$ cat config.mk
export PLATFORM = sky130hd
export DESIGN_NAME = uart_rx_fifo
export DESIGN_NICKNAME = d
export VERILOG_FILES = /design/src/rtl/uart_rx_fifo.sv
export SDC_FILE = /design/constraint.sdc
export NUM_CORES = 1
export LEC_CHECK = 0
export CORE_MARGIN = 1
export CORE_UTILIZATION = 51
export CTS_CLUSTER_SIZE = 20
export DETAILED_ROUTE_END_ITERATION = 10
export GPL_TIMING_DRIVEN = 0
export PLACE_DENSITY_LB_ADDON = 0.25
export SLEW_MARGIN = 30
export SYNTH_ARGS = -nofsm -noshare
export SYNTH_HDL_FRONTEND = slang
export SYNTH_SLANG_ARGS = --single-unit
export TNS_END_PERCENT = 20
$ cat constraint.sdc
create_clock -name clk_in -period 3.45 [get_ports clk_in]
set_clock_uncertainty 0.05 [all_clocks]
set_input_delay 0.5175 -clock clk_in [delete_from_list [all_inputs] [get_ports clk_in]]
set_output_delay 0.5175 -clock clk_in [all_outputs]
set_load 0.03 [all_outputs]
$ cat src/rtl/uart_rx_fifo.sv
`default_nettype none
// ============================================================================
// Module      : uart_rx_fifo
// Description : UART receiver (2-FF synchronised rx, configurable bit period
//               and width) feeding a first-word-fall-through FIFO with CTS
//               flow control, sticky overflow and error pulses.
//               Optional feature macro: UART_RX_PARITY_EN (adds parity bit).
// Revision    : 1.0 - initial release
// ============================================================================
module uart_rx_fifo #(
    parameter int BAUD_COUNT = 645,
    parameter int DATA_BITS  = 8,
    parameter int FIFO_DEPTH = 16,
    parameter int CTS_MARGIN = 2,
    parameter int ODD_PARITY = 0
) (
    input  logic                             clk_in,
    input  logic                             rst_in,
    input  logic                             rx_in,
    input  logic                             rd_in,
    output logic [DATA_BITS-1:0]             data_out,
    output logic                             valid_out,
    output logic [$clog2(FIFO_DEPTH+1)-1:0]  count_out,
    output logic                             cts_out,
    output logic                             overflow_out,
    output logic                             frame_err_out,
    output logic                             parity_err_out
);

    localparam int c_TW = $clog2(BAUD_COUNT);
    localparam int c_PW = $clog2(FIFO_DEPTH);
    localparam int c_CW = $clog2(FIFO_DEPTH + 1);
    localparam int c_BW = $clog2(DATA_BITS);

    localparam logic [c_TW-1:0] c_T_HALF = c_TW'(BAUD_COUNT / 2);
    localparam logic [c_TW-1:0] c_T_LAST = c_TW'(BAUD_COUNT - 1);
    localparam logic [c_BW-1:0] c_B_LAST = c_BW'(DATA_BITS - 1);
    localparam logic [c_CW-1:0] c_FULL   = c_CW'(FIFO_DEPTH);

    if (BAUD_COUNT < 4) begin : g_chk_baud
        $error("BAUD_COUNT must be at least 4");
    end
    if (DATA_BITS < 5 || DATA_BITS > 9) begin : g_chk_bits
        $error("DATA_BITS must be in 5..9");
    end
    if (FIFO_DEPTH < 2 || FIFO_DEPTH > 256 || (FIFO_DEPTH & (FIFO_DEPTH - 1)) != 0) begin : g_chk_depth
        $error("FIFO_DEPTH must be a power of two in 2..256");
    end
    if (CTS_MARGIN < 0 || CTS_MARGIN >= FIFO_DEPTH) begin : g_chk_margin
        $error("CTS_MARGIN must be below FIFO_DEPTH");
    end
    if (ODD_PARITY != 0 && ODD_PARITY != 1) begin : g_chk_odd
        $error("ODD_PARITY must be 0 or 1");
    end

`ifdef UART_RX_PARITY_EN
    typedef enum logic [2:0] {
        S_IDLE   = 3'd0,
        S_START  = 3'd1,
        S_DATA   = 3'd2,
        S_PARITY = 3'd3,
        S_STOP   = 3'd4
    } state_t;
    localparam logic c_ODD = (ODD_PARITY != 0);
`else
    typedef enum logic [2:0] {
        S_IDLE  = 3'd0,
        S_START = 3'd1,
        S_DATA  = 3'd2,
        S_STOP  = 3'd4
    } state_t;
`endif

    logic                  r_rx_meta;
    logic                  r_rx_sync;
    state_t                r_state;
    logic [c_TW-1:0]       r_timer;
    logic [c_BW-1:0]       r_bit_cnt;
    logic [DATA_BITS-1:0]  r_shift;
    logic                  r_frame_err;
`ifdef UART_RX_PARITY_EN
    logic                  r_par_bad;
    logic                  r_parity_err;
    logic                  w_par_exp;
`endif

    logic [DATA_BITS-1:0]  r_mem [FIFO_DEPTH];
    logic [c_PW-1:0]       r_wr_ptr;
    logic [c_PW-1:0]       r_rd_ptr;
    logic [c_CW-1:0]       r_count;
    logic                  r_cts;
    logic                  r_overflow;

    logic                  w_stop_sample;
    logic                  w_push_req;
    logic                  w_pop;
    logic                  w_full;
    logic                  w_wr;
    logic [c_CW-1:0]       w_free;

    // ------------------------------------------------------------------
    // rx synchroniser; idle-high so reset must not fake a start bit
    // ------------------------------------------------------------------
    always_ff @(posedge clk_in) begin
        if (rst_in) begin
            r_rx_meta <= 1'b1;
            r_rx_sync <= 1'b1;
        end else begin
            r_rx_meta <= rx_in;
            r_rx_sync <= r_rx_meta;
        end
    end

`ifdef UART_RX_PARITY_EN
    assign w_par_exp = (^r_shift) ^ c_ODD;
`endif

    // ------------------------------------------------------------------
    // Receive FSM
    // ------------------------------------------------------------------
    always_ff @(posedge clk_in) begin
        if (rst_in) begin
            r_state     <= S_IDLE;
            r_timer     <= '0;
            r_bit_cnt   <= '0;
            r_shift     <= '0;
            r_frame_err <= 1'b0;
`ifdef UART_RX_PARITY_EN
            r_par_bad    <= 1'b0;
            r_parity_err <= 1'b0;
`endif
        end else begin
            r_frame_err <= 1'b0;
`ifdef UART_RX_PARITY_EN
            r_parity_err <= 1'b0;
`endif
            case (r_state)
                S_IDLE: begin
                    if (!r_rx_sync) begin
                        r_state <= S_START;
                        r_timer <= '0;
                    end
                end
                S_START: begin
                    if (r_timer == c_T_HALF) begin
                        if (r_rx_sync) begin
                            r_state <= S_IDLE;
                        end else begin
                            r_state   <= S_DATA;
                            r_timer   <= '0;
                            r_bit_cnt <= '0;
`ifdef UART_RX_PARITY_EN
                            r_par_bad <= 1'b0;
`endif
                        end
                    end else begin
                        r_timer <= r_timer + 1'b1;
                    end
                end
                S_DATA: begin
                    if (r_timer == c_T_LAST) begin
                        r_timer <= '0;
                        r_shift <= {r_rx_sync, r_shift[DATA_BITS-1:1]};
                        if (r_bit_cnt == c_B_LAST) begin
`ifdef UART_RX_PARITY_EN
                            r_state <= S_PARITY;
`else
                            r_state <= S_STOP;
`endif
                        end else begin
                            r_bit_cnt <= r_bit_cnt + 1'b1;
                        end
                    end else begin
                        r_timer <= r_timer + 1'b1;
                    end
                end
`ifdef UART_RX_PARITY_EN
                S_PARITY: begin
                    if (r_timer == c_T_LAST) begin
                        r_timer   <= '0;
                        r_par_bad <= (r_rx_sync != w_par_exp);
                        r_state   <= S_STOP;
                    end else begin
                        r_timer <= r_timer + 1'b1;
                    end
                end
`endif
                S_STOP: begin
                    if (r_timer == c_T_LAST) begin
                        r_timer     <= '0;
                        r_state     <= S_IDLE;
                        r_frame_err <= ~r_rx_sync;
`ifdef UART_RX_PARITY_EN
                        // framing error takes precedence over parity
                        r_parity_err <= r_rx_sync & r_par_bad;
`endif
                    end else begin
                        r_timer <= r_timer + 1'b1;
                    end
                end
                default: begin
                    r_state <= S_IDLE;
                end
            endcase
        end
    end

    // ------------------------------------------------------------------
    // FIFO control
    // ------------------------------------------------------------------
    assign w_stop_sample = (r_state == S_STOP) && (r_timer == c_T_LAST);
`ifdef UART_RX_PARITY_EN
    assign w_push_req    = w_stop_sample & r_rx_sync & ~r_par_bad;
`else
    assign w_push_req    = w_stop_sample & r_rx_sync;
`endif
    assign w_pop  = rd_in & (r_count != '0);
    assign w_full = (r_count == c_FULL);
    // When full, a same-cycle pop frees the slot the push lands in
    assign w_wr   = w_push_req & (~w_full | w_pop);
    assign w_free = c_FULL - r_count;

    always_ff @(posedge clk_in) begin
        if (w_wr) begin
            r_mem[r_wr_ptr] <= r_shift;
        end
    end

    always_ff @(posedge clk_in) begin
        if (rst_in) begin
            r_wr_ptr   <= '0;
            r_rd_ptr   <= '0;
            r_count    <= '0;
            r_cts      <= 1'b1;
            r_overflow <= 1'b0;
        end else begin
            if (w_wr) begin
                r_wr_ptr <= r_wr_ptr + 1'b1;
            end
            if (w_pop) begin
                r_rd_ptr <= r_rd_ptr + 1'b1;
            end
            case ({w_wr, w_pop})
                2'b10:   r_count <= r_count + 1'b1;
                2'b01:   r_count <= r_count - 1'b1;
                default: r_count <= r_count;
            endcase
            if (w_push_req && w_full && !w_pop) begin
                r_overflow <= 1'b1;
            end
            r_cts <= (int'(w_free) > CTS_MARGIN);
        end
    end

    assign valid_out     = (r_count != '0);
    assign data_out      = valid_out ? r_mem[r_rd_ptr] : '0;
    assign count_out     = r_count;
    assign cts_out       = r_cts;
    assign overflow_out  = r_overflow;
    assign frame_err_out = r_frame_err;
`ifdef UART_RX_PARITY_EN
    assign parity_err_out = r_parity_err;
`else
    assign parity_err_out = 1'b0;
`endif

endmodule
`default_nettype wire
==> results.py, run 1 <==
metrics = {
    "sta": {
        "clock.fmax_mhz": 309,
        "tightestPinTransition_ns": 0.810,
        "hold_viol_final": 0,
        "timing.final.crit_period_ns": 3.24,
        "fin_tns_setup_ns": 0,
        "setup_ws_ns": 0.209,
        "slew_violations": 0,
        "rsz0062_at_grt": "false",
        "finalSetupViolations": 0,
        "slew_headroom": 0.457,
        "finalCritPeriodShare": 0.939,
    },
    "grt": {
        "grt_overflow": 0,
        "gr-max-usage-layer": "met2",
        "antenna_found_initial": 0,
        "grt_pass1_vias": 4254,
        "grt_max_degree": 19,
        "grt_pass1_wl_mm": 22.8,
        "grt_use_met1": 0.273,
        "met3_usage": 0.0421,
        "use_met2": 0.362,
        "gr-usage-all-layers": 0.213,
    },
    "drt": {
        "wl_per_cell_um": 19.9,
        "postRouteAntennaNets": 0,
        "drtIter0Drc": 303,
        "drt-total-wl_mm": 14.3,
        "drc": 0,
        "dr.pass1.iters": 6,
        "via_per_inst": 5.78,
        "vias": 4141,
    },
    "worst_setup_path": {
        "worstPathArrival_ns": 2.67,
        "r2r-start": "count_out[0]",
        "path_class": "flop to output pin",
        "r2r_slack_ns": 0.34,
        "cp_max_fo": 10,
        "ff2ff_path_depth": 12,
        "worstSetupEndpointType": "output pin",
        "critPathLaunchType": "flop",
        "r2r_end": "count_out[4]",
        "cp.required_ns": 2.88,
    },
    "pwr": {
        "leakagePower_nw": 2.84,
        "power.density_nw_per_um2": 635,
        "peakVddDrop_uv": 506,
    },
    "hold_path": {
        "min_to": "r_rx_sync",
        "hold_path_depth": 1,
        "hold_path.startpoint": "r_rx_meta",
        "hold_path_class": "flop to flop",
    },
    "clocking": {
        "cts-root-buf": "clkbuf_16",
        "clk_latency_ns": 0.42,
        "cts.sinks": 174,
        "clk_path_buf_depth": 2,
        "numCtsBuffers": 17,
        "htree_levels": 4,
        "cts_setup_buffers": 0,
        "cts_tree": "done",
        "path_clk_slew_ns": 0.06,
    },
    "die": {
        "core-area_um2": 13900,
        "num_rows": 43,
        "dieArea_um2": 14900,
        "initial_core_util": 0.527,
        "die-width_um": 122,
        "die_h_um": 122,
        "io_pins": 22,
    },
    "place": {
        "place_congestion": 0.858,
        "pre_cts_slack_ns": -0.0774,
        "io_buffers": 20,
        "dp_hpwl_mm": 9.61,
    },
    "yosys": {
        "synth_area_um2": 7340,
        "ys_types": 53,
        "synth.largest_area_cell": "edfxtp_1",
        "synthTopCellsByCount": "128 x edfxtp_1, 46 x dfxtp_1, 40 x mux4_2, 40 x nor2_1, 28 x nand2_1",
        "synth_top_area_frac": 0.524,
        "ys_seq_area_frac": 0.649,
        "syn_area_per_cell_um2": 15.1,
        "yosys_warnings": 0,
        "yosys-top-cells-area": "edfxtp_1 52%, dfxtp_1 13%, mux4_2 12%, ha_1 2.9%, nor2_1 2.0%",
        "syn_inst": 486,
        "synthArstFlopShare": 0,
        "synth_seq_cells": 174,
        "yosysMostFrequentCell": "edfxtp_1",
        "synthFlopType": "edfxtp_1",
        "synth_edf_count": 128,
        "syn_nets": 508,
    },
    "layout": {
        "antennaDiodeCount": 0,
        "drive_gt1_frac": 0.179,
        "multi_input_area_um2": 2470,
        "nNetsFinal": 546,
        "final-seq-area_um2": 4770,
        "num-fill-cells": 1046,
        "finish.utilization": 0.604,
        "area_delta_synth_final_pct": 14.7,
    },
    "flow_run": {
        "drv_cap": 0,
    },
    "status": {
        "outcome": "finished, final reports clean",
    },
}
==> repair_timing <==
item,CTS,global route
hold buffers,0,0
setup endpoints to repair,8,1
gates resized for setup,18,1
==> cells in the final DEF (no fill, tap or decap), types with 7 or more instances in the layout <==
cell and instances:
edfxtp_1 128, dfxtp_1 45, mux4_2 40, nor2_1 39, nand2_1 28, a21oi_1 25
nand3_1 18, ha_1 17, clkbuf_16 17, clkbuf_1 12, nand2b_1 12, clkdlybuf4s50_1 12
inv_1 10, xnor2_1 9, and2_1 8, dlygate4sd2_1 8, xor2_1 7
==> critical path, cell delays in order, from the launching register on <==
cell	delay (ns)
dfxtp_2	0.44
buf_6	0.22
mux4_2	0.55
mux4_2	0.51
and2_1	0.17
dlygate4sd2_1	0.35
==> flip-flops by register name, indices dropped and copies added, names as in the netlist, 3 cells and up, named ones only <==
name / flops
r_wr_ptr: 4
r_shift: 8
count_out: 5
r_bit_cnt: 3
r_timer: 10
r_mem: 128
r_rd_ptr: 4
r_state: 3
==> cell type report <==
type,count,share of cell area
Multi-Input combinational cell,279,0.293
Tap cell,180,0.0268
Timing Repair Buffer,20,0.0226
Sequential cell,174,0.566
Clock inverter,15,0.0229
Buffer,22,0.0135
Clock buffer,17,0.0505
Inverter,10,0.00446
==> worst max path at each step <==
stage	to	slack [ns]	cells after the start
after floorplan	count_out[4]	0.31	12
after global placement	data_out[7]	0.02	6
after detailed placement	data_out[7]	-0.08	6
after CTS	data_out[7]	0.15	5
after global routing	count_out[4]	0.06	12
final	data_out[7]	0.21	5
==> layer usage <==
metal | vias up | part of all wire
met2 | 88 | 0.53
met1 | 2098 | 0.43
met3 | 13 | 0.032
li1 | 1942 | -
met5 | - | 0
met4 | 0 | 0.012
==> cells by family after synthesis <==
group / share of synthesized area
DFF: 0.649
xor gates and xnor gates: 0.0191
and+or+nand+nor: 0.100
buffers and inverters: 0.0181
muxes: 0.131
AOI/OAI and AO/OA: 0.0500
adders and majority gates: 0.0317
other: 0.000511
==> power breakdown <==
part | internal, mW | total, mW | leakage (nW) | switching [mW]
registers | 2.25 | 2.31 | 1.56 | 0.0541
logic | 0.481 | 1.05 | 0.974 | 0.567
clock network | 1.21 | 1.99 | 0.304 | 0.780
total | 3.95 | 5.35 | 2.84 | 1.40
==> metrics by stage <==
step / instance area, um^2 / power, mW / std cells / hold slack, ns
floorplan: 7340 / 3.11 / 486 / 0.339
global placement: 7760 / 3.41 / 686 / 0.357
detailed placement: 7780 / 3.43 / 686 / 0.354
CTS: 8410 / 5.39 / 717 / 0.374
global route: 8420 / 5.56 / 717 / 0.392
finish: 8420 / 5.35 / 717 / 0.371
No activity file was read; power rests on OpenSTA's default activity.
==> inputs of run 2 (changes only) <==
--- a/config.mk
+++ b/config.mk
@@ -10,7 +10,7 @@
 export CTS_CLUSTER_SIZE = 20
 export DETAILED_ROUTE_END_ITERATION = 10
 export GPL_TIMING_DRIVEN = 0
-export PLACE_DENSITY_LB_ADDON = 0.25
+export PLACE_DENSITY = 0.69
 export SLEW_MARGIN = 30
 export SYNTH_ARGS = -nofsm -noshare
 export SYNTH_HDL_FRONTEND = slang
==> constraint.sdc (replaced) <==
create_clock -name clk_in -period 4.1 [get_ports clk_in]
set_clock_uncertainty 0.05 [all_clocks]
set_input_delay 0.615 -clock clk_in [delete_from_list [all_inputs] [get_ports clk_in]]
set_output_delay 0.615 -clock clk_in [all_outputs]
set_load 0.03 [all_outputs]
==> run 2 against run 1 <==
- clock power fell by 15%
- global-route usage rose by 0.21 points
- critical path type unchanged
- combinational power fell by 13%
- final area rose by 0.28%
==> results.py, run 2 (same netlist as run 1, synthesis figures left out) <==
metrics = {
    "worst_setup_path": {
        "worstPathArrival_ns": 3.27,
        "r2r_slack_ns": 0.78,
        "worstSetupEndpointType": "output pin",
        "cp_max_fo": 10,
        "critPathLaunchType": "flop",
        "path_class": "flop to output pin",
        "cp.required_ns": 3.43,
    },
    "drt": {
        "vias": 4178,
        "drc": 0,
        "postRouteAntennaNets": 0,
        "via_per_inst": 5.82,
        "wl_per_cell_um": 19.9,
        "drt-total-wl_mm": 14.3,
        "dr.pass1.iters": 5,
        "drtIter0Drc": 363,
    },
    "sta": {
        "rsz0062_at_grt": "false",
        "hold_viol_final": 0,
        "timing.final.crit_period_ns": 3.94,
        "finalCritPeriodShare": 0.960,
        "finalSetupViolations": 0,
        "fin_tns_setup_ns": 0,
        "slew_headroom": 0.341,
        "slew_violations": 0,
        "clock.fmax_mhz": 254,
        "tightestPinTransition_ns": 0.985,
    },
    "die": {
        "core-area_um2": 13900,
        "die_h_um": 122,
        "die-width_um": 122,
        "num_rows": 43,
        "io_pins": 22,
        "initial_core_util": 0.527,
        "dieArea_um2": 14900,
    },
    "clocking": {
        "htree_levels": 4,
        "cts_setup_buffers": 0,
        "cts.sinks": 174,
        "clk_path_buf_depth": 2,
        "path_clk_slew_ns": 0.06,
        "cts-root-buf": "clkbuf_16",
        "cts_tree": "done",
        "clk_latency_ns": 0.42,
        "numCtsBuffers": 17,
    },
    "layout": {
        "drive_gt1_frac": 0.175,
        "finish.utilization": 0.606,
        "final_common_cell": "edfxtp_1",
        "antennaDiodeCount": 0,
        "top_regs": "r_mem: 128 flops, r_timer: 10 flops, r_shift: 8 flops",
        "num-fill-cells": 1055,
        "layout_common_cells": "128 x edfxtp_1, 46 x dfxtp_1, 40 x mux4_2, 38 x nor2_1, 28 x nand2_1",
        "regMostFlops": "r_mem",
        "nNetsFinal": 547,
        "area_delta_synth_final_pct": 15.1,
        "largest_reg_flops": 128,
    },
    "pwr": {
        "peakVddDrop_uv": 301,
        "power.density_nw_per_um2": 538,
        "leakagePower_nw": 2.79,
    },
    "grt": {
        "grt_pass1_vias": 4212,
        "antenna_found_initial": 0,
        "grt_pass1_wl_mm": 23.1,
        "grt_overflow": 0,
        "grt_max_degree": 19,
        "gr-usage-all-layers": 0.215,
    },
    "flow_run": {
        "drv_cap": 0,
    },
    "place": {
        "dp_hpwl_mm": 9.60,
        "place_congestion": 0.831,
        "io_buffers": 20,
    },
    "hold_path": {
        "hold_path_class": "flop to flop",
    },
    "status": {
        "outcome": "finished, final reports clean",
    },
}
## run 2: changes by cell type in the layout (fill, tap and decap cells not counted), moves of 3 or more
cell	delta
clkbuf_4	+3
clkbuf_2	-3
clkbuf_1	+5
dlygate4sd2_1	-8
clkbuf_8	+5
clkdlybuf4s50_1	+8
buf_6	-3
## run 2: worst paths after layout
path,startpoint,cells past startpoint,end
worst min-delay path,r_rx_meta,1,r_rx_sync
worst max register to register,count_out[0],12,count_out[4]
worst max-delay path,flop,6,data_out[2]
worst min register to register,r_rx_meta,1,r_rx_sync
## run 2: power by group
part	leakage [nW]	switching, mW	internal (mW)
Clock	0.312	0.644	1.05
Sequential	1.56	0.0334	1.90
Combinational	0.925	0.493	0.425
## run 2: stage by stage
stage / std cells / worst slack (ns) / total power [mW] / cell area (um^2) / hold WS [ns]
floorplan: 486 / 0.957 / 2.62 / 7340 / 0.339
global placement: 686 / 0.531 / 2.87 / 7760 / 0.343
detailed placement: 686 / 0.506 / 2.89 / 7780 / 0.349
CTS: 718 / 0.0377 / 4.58 / 8420 / 0.364
global route: 718 / 0.0101 / 4.72 / 8440 / 0.376
finish: 718 / 0.164 / 4.54 / 8440 / 0.361
## run 2: final cells by class
cell class / count / area (um^2) / area share
sequential: 174 / 4760 / 0.564
clock inverter: 7 / 93.8 / 0.0111
multi-input combinational: 279 / 2470 / 0.293
buffer: 23 / 103 / 0.0122
tap: 180 / 225 / 0.0267
clock buffer: 25 / 548 / 0.0649
timing repair buffer: 20 / 200 / 0.0237
inverter: 10 / 37.5 / 0.00445
## run 2: repair_timing
item / CTS / global route
hold buffers: 0 / 0
endpoints found under the setup margin: 0 / 7
endpoints found under the hold margin: 0 / 0
gates resized for setup: 0 / 3
## run 2: critical path: stages (launching register included)
cell,delay (ns)
dfxtp_1,0.30
clkbuf_1,0.28
clkbuf_4,0.38
mux4_2,0.59
mux4_2,0.52
and2_1,0.18
clkdlybuf4s50_1,0.59
## run 2: routing by layer
layer	vias to the layer above	wire length, um	track usage
li1	1934	-	-
met1	2103	6170	0.282
met2	120	7170	0.358
met3	21	684	0.0379
met4	0	280	0.0841
met5	-	0	0
==> inputs of run 3 (changes only) <==
--- a/config.mk
+++ b/config.mk
@@ -5,7 +5,7 @@
 export SDC_FILE = /design/constraint.sdc
 export NUM_CORES = 1
 export LEC_CHECK = 0
-export CORE_MARGIN = 1
+export CORE_MARGIN = 8
 export CORE_UTILIZATION = 51
 export CTS_CLUSTER_SIZE = 20
 export DETAILED_ROUTE_END_ITERATION = 10
==> run 3 against run 2 <==
- register-to-register slack lost 0.06 ns
- cell count grew 0.56%
- sequential cell count is the same
- critical path type unchanged
- count of clock-buffer cells in the layout grew 1
- first-iteration DRC count shrank 5.2%
- critical endpoint unchanged
- highest routed layer unchanged
==> results.py, run 3 (same netlist as run 1, synthesis figures left out) <==
metrics = {
    "die": {
        "core-area_um2": 14300,
        "io_pins": 22,
        "die-width_um": 136,
        "initial_core_util": 0.513,
        "die_h_um": 136,
        "dieArea_um2": 18500,
        "num_rows": 44,
    },
    "worst_setup_path": {
        "critPathLaunchType": "flop",
        "worstSetupEndpointType": "output pin",
        "path_class": "flop to output pin",
        "worstPathArrival_ns": 3.28,
        "cp_max_fo": 10,
        "cp.required_ns": 3.43,
    },
    "layout": {
        "top_regs": "r_mem: 128 flops, r_timer: 10 flops, r_shift: 8 flops",
        "area_delta_synth_final_pct": 14.5,
        "final_common_cell": "edfxtp_1",
        "nNetsFinal": 547,
        "num-fill-cells": 1104,
        "largest_reg_flops": 128,
        "final-seq-area_um2": 4760,
        "antennaDiodeCount": 0,
        "regMostFlops": "r_mem",
        "layout_common_cells": "128 x edfxtp_1, 46 x dfxtp_1, 40 x mux4_2, 40 x nor2_1, 28 x nand2_1",
        "fin_area_um2": 8400,
        "multi_input_area_um2": 2460,
        "drive_gt1_frac": 0.167,
        "finish.utilization": 0.587,
    },
    "sta": {
        "finalSetupViolations": 0,
        "hold_viol_final": 0,
        "slew_headroom": 0.385,
        "rsz0062_at_grt": "false",
        "fin_tns_setup_ns": 0,
        "tightestPinTransition_ns": 0.919,
        "finalCritPeriodShare": 0.962,
        "timing.final.crit_period_ns": 3.94,
        "clock.fmax_mhz": 254,
        "slew_violations": 0,
    },
    "drt": {
        "vias": 4085,
        "wl_per_cell_um": 20.5,
        "drt-total-wl_mm": 14.8,
        "drtIter0Drc": 344,
        "via_per_inst": 5.66,
        "postRouteAntennaNets": 0,
        "drc": 0,
        "dr.pass1.iters": 5,
    },
    "pwr": {
        "power.density_nw_per_um2": 531,
        "peakVddDrop_uv": 353,
        "total_power_mw": 4.46,
        "leakagePower_nw": 2.78,
    },
    "clocking": {
        "clk_latency_ns": 0.43,
        "cts_tree": "done",
        "clk_path_buf_depth": 2,
        "path_clk_slew_ns": 0.06,
        "cts_hold_buf": 0,
        "cts.sinks": 174,
        "cts-root-buf": "clkbuf_16",
        "numCtsBuffers": 17,
        "htree_levels": 4,
    },
    "place": {
        "io_buffers": 20,
        "dpl_cell_area_um2": 7790,
        "dp_hpwl_mm": 9.83,
        "place_congestion": 0.839,
    },
    "grt": {
        "gr-usage-all-layers": 0.171,
        "grt_overflow": 0,
        "grt_pass1_wl_mm": 23.2,
        "antenna_found_initial": 0,
        "grt_max_degree": 19,
        "grt_pass1_vias": 4147,
    },
    "flow_run": {
        "drv_cap": 0,
    },
    "hold_path": {
        "hold_path_class": "flop to flop",
    },
    "status": {
        "outcome": "finished, final reports clean",
    },
}
==> run 3: what timing repair did <==
item	in CTS	in global routing
setup buffers	0	0
setup endpoints to repair	0	3
endpoints found under the hold margin	0	0
gates resized for setup	0	1
==> run 3: worst max-delay path, cell delays in order, from the launching register on <==
cell and delay, ns:
dfxtp_1 0.31, clkbuf_1 0.26, buf_2 0.43, mux4_2 0.59
mux4_2 0.51, and2_1 0.18, clkdlybuf4s50_1 0.59
==> run 3: final cells by class <==
type	count	area share
sequential	174	0.567
buffer	23	0.0116
multi-input combinational	279	0.293
clock inverter	6	0.00477
tap	184	0.0274
clock buffer	26	0.0672
timing repair buffer	20	0.0238
inverter	10	0.00447
==> run 3: metrics by stage <==
step	setup slack, ns	hold WS (ns)	std cells
floorplan	0.957	0.339	486
global placement	0.535	0.351	690
detailed placement	0.526	0.359	690
CTS	0.0766	0.371	722
global route	0.0194	0.388	722
finish	0.157	0.368	722
==> run 3: metal layers <==
| layer | routed length, um | up-vias | share of wire | track usage |
|---|---|---|---|---|
| met5 | 0 | - | 0 | 0 |
| met4 | 159 | 0 | 0.011 | 0.0543 |
| met3 | 614 | 10 | 0.041 | 0.0458 |
| met2 | 7540 | 107 | 0.51 | 0.284 |
| met1 | 6490 | 2035 | 0.44 | 0.214 |
| li1 | - | 1933 | - | - |
==> run 3: final timing paths <==
kind                     start      endpoint  slack, ns  cells after the start
setup / recovery          flop   data_out[2]       0.16                      6
hold / removal       r_rx_meta     r_rx_sync       0.37                      1
setup reg to reg  count_out[0]  count_out[4]       0.72                     12
hold reg to reg      r_rx_meta     r_rx_sync       0.37                      1
==> run 3: power breakdown <==
group / internal [mW] / leakage (nW) / total (mW) / switching [mW]
clock: 0.953 / 0.293 / 1.61 / 0.654
combinational: 0.420 / 0.926 / 0.922 / 0.502
sequential: 1.90 / 1.56 / 1.93 / 0.0348
total: 3.27 / 2.78 / 4.46 / 1.19
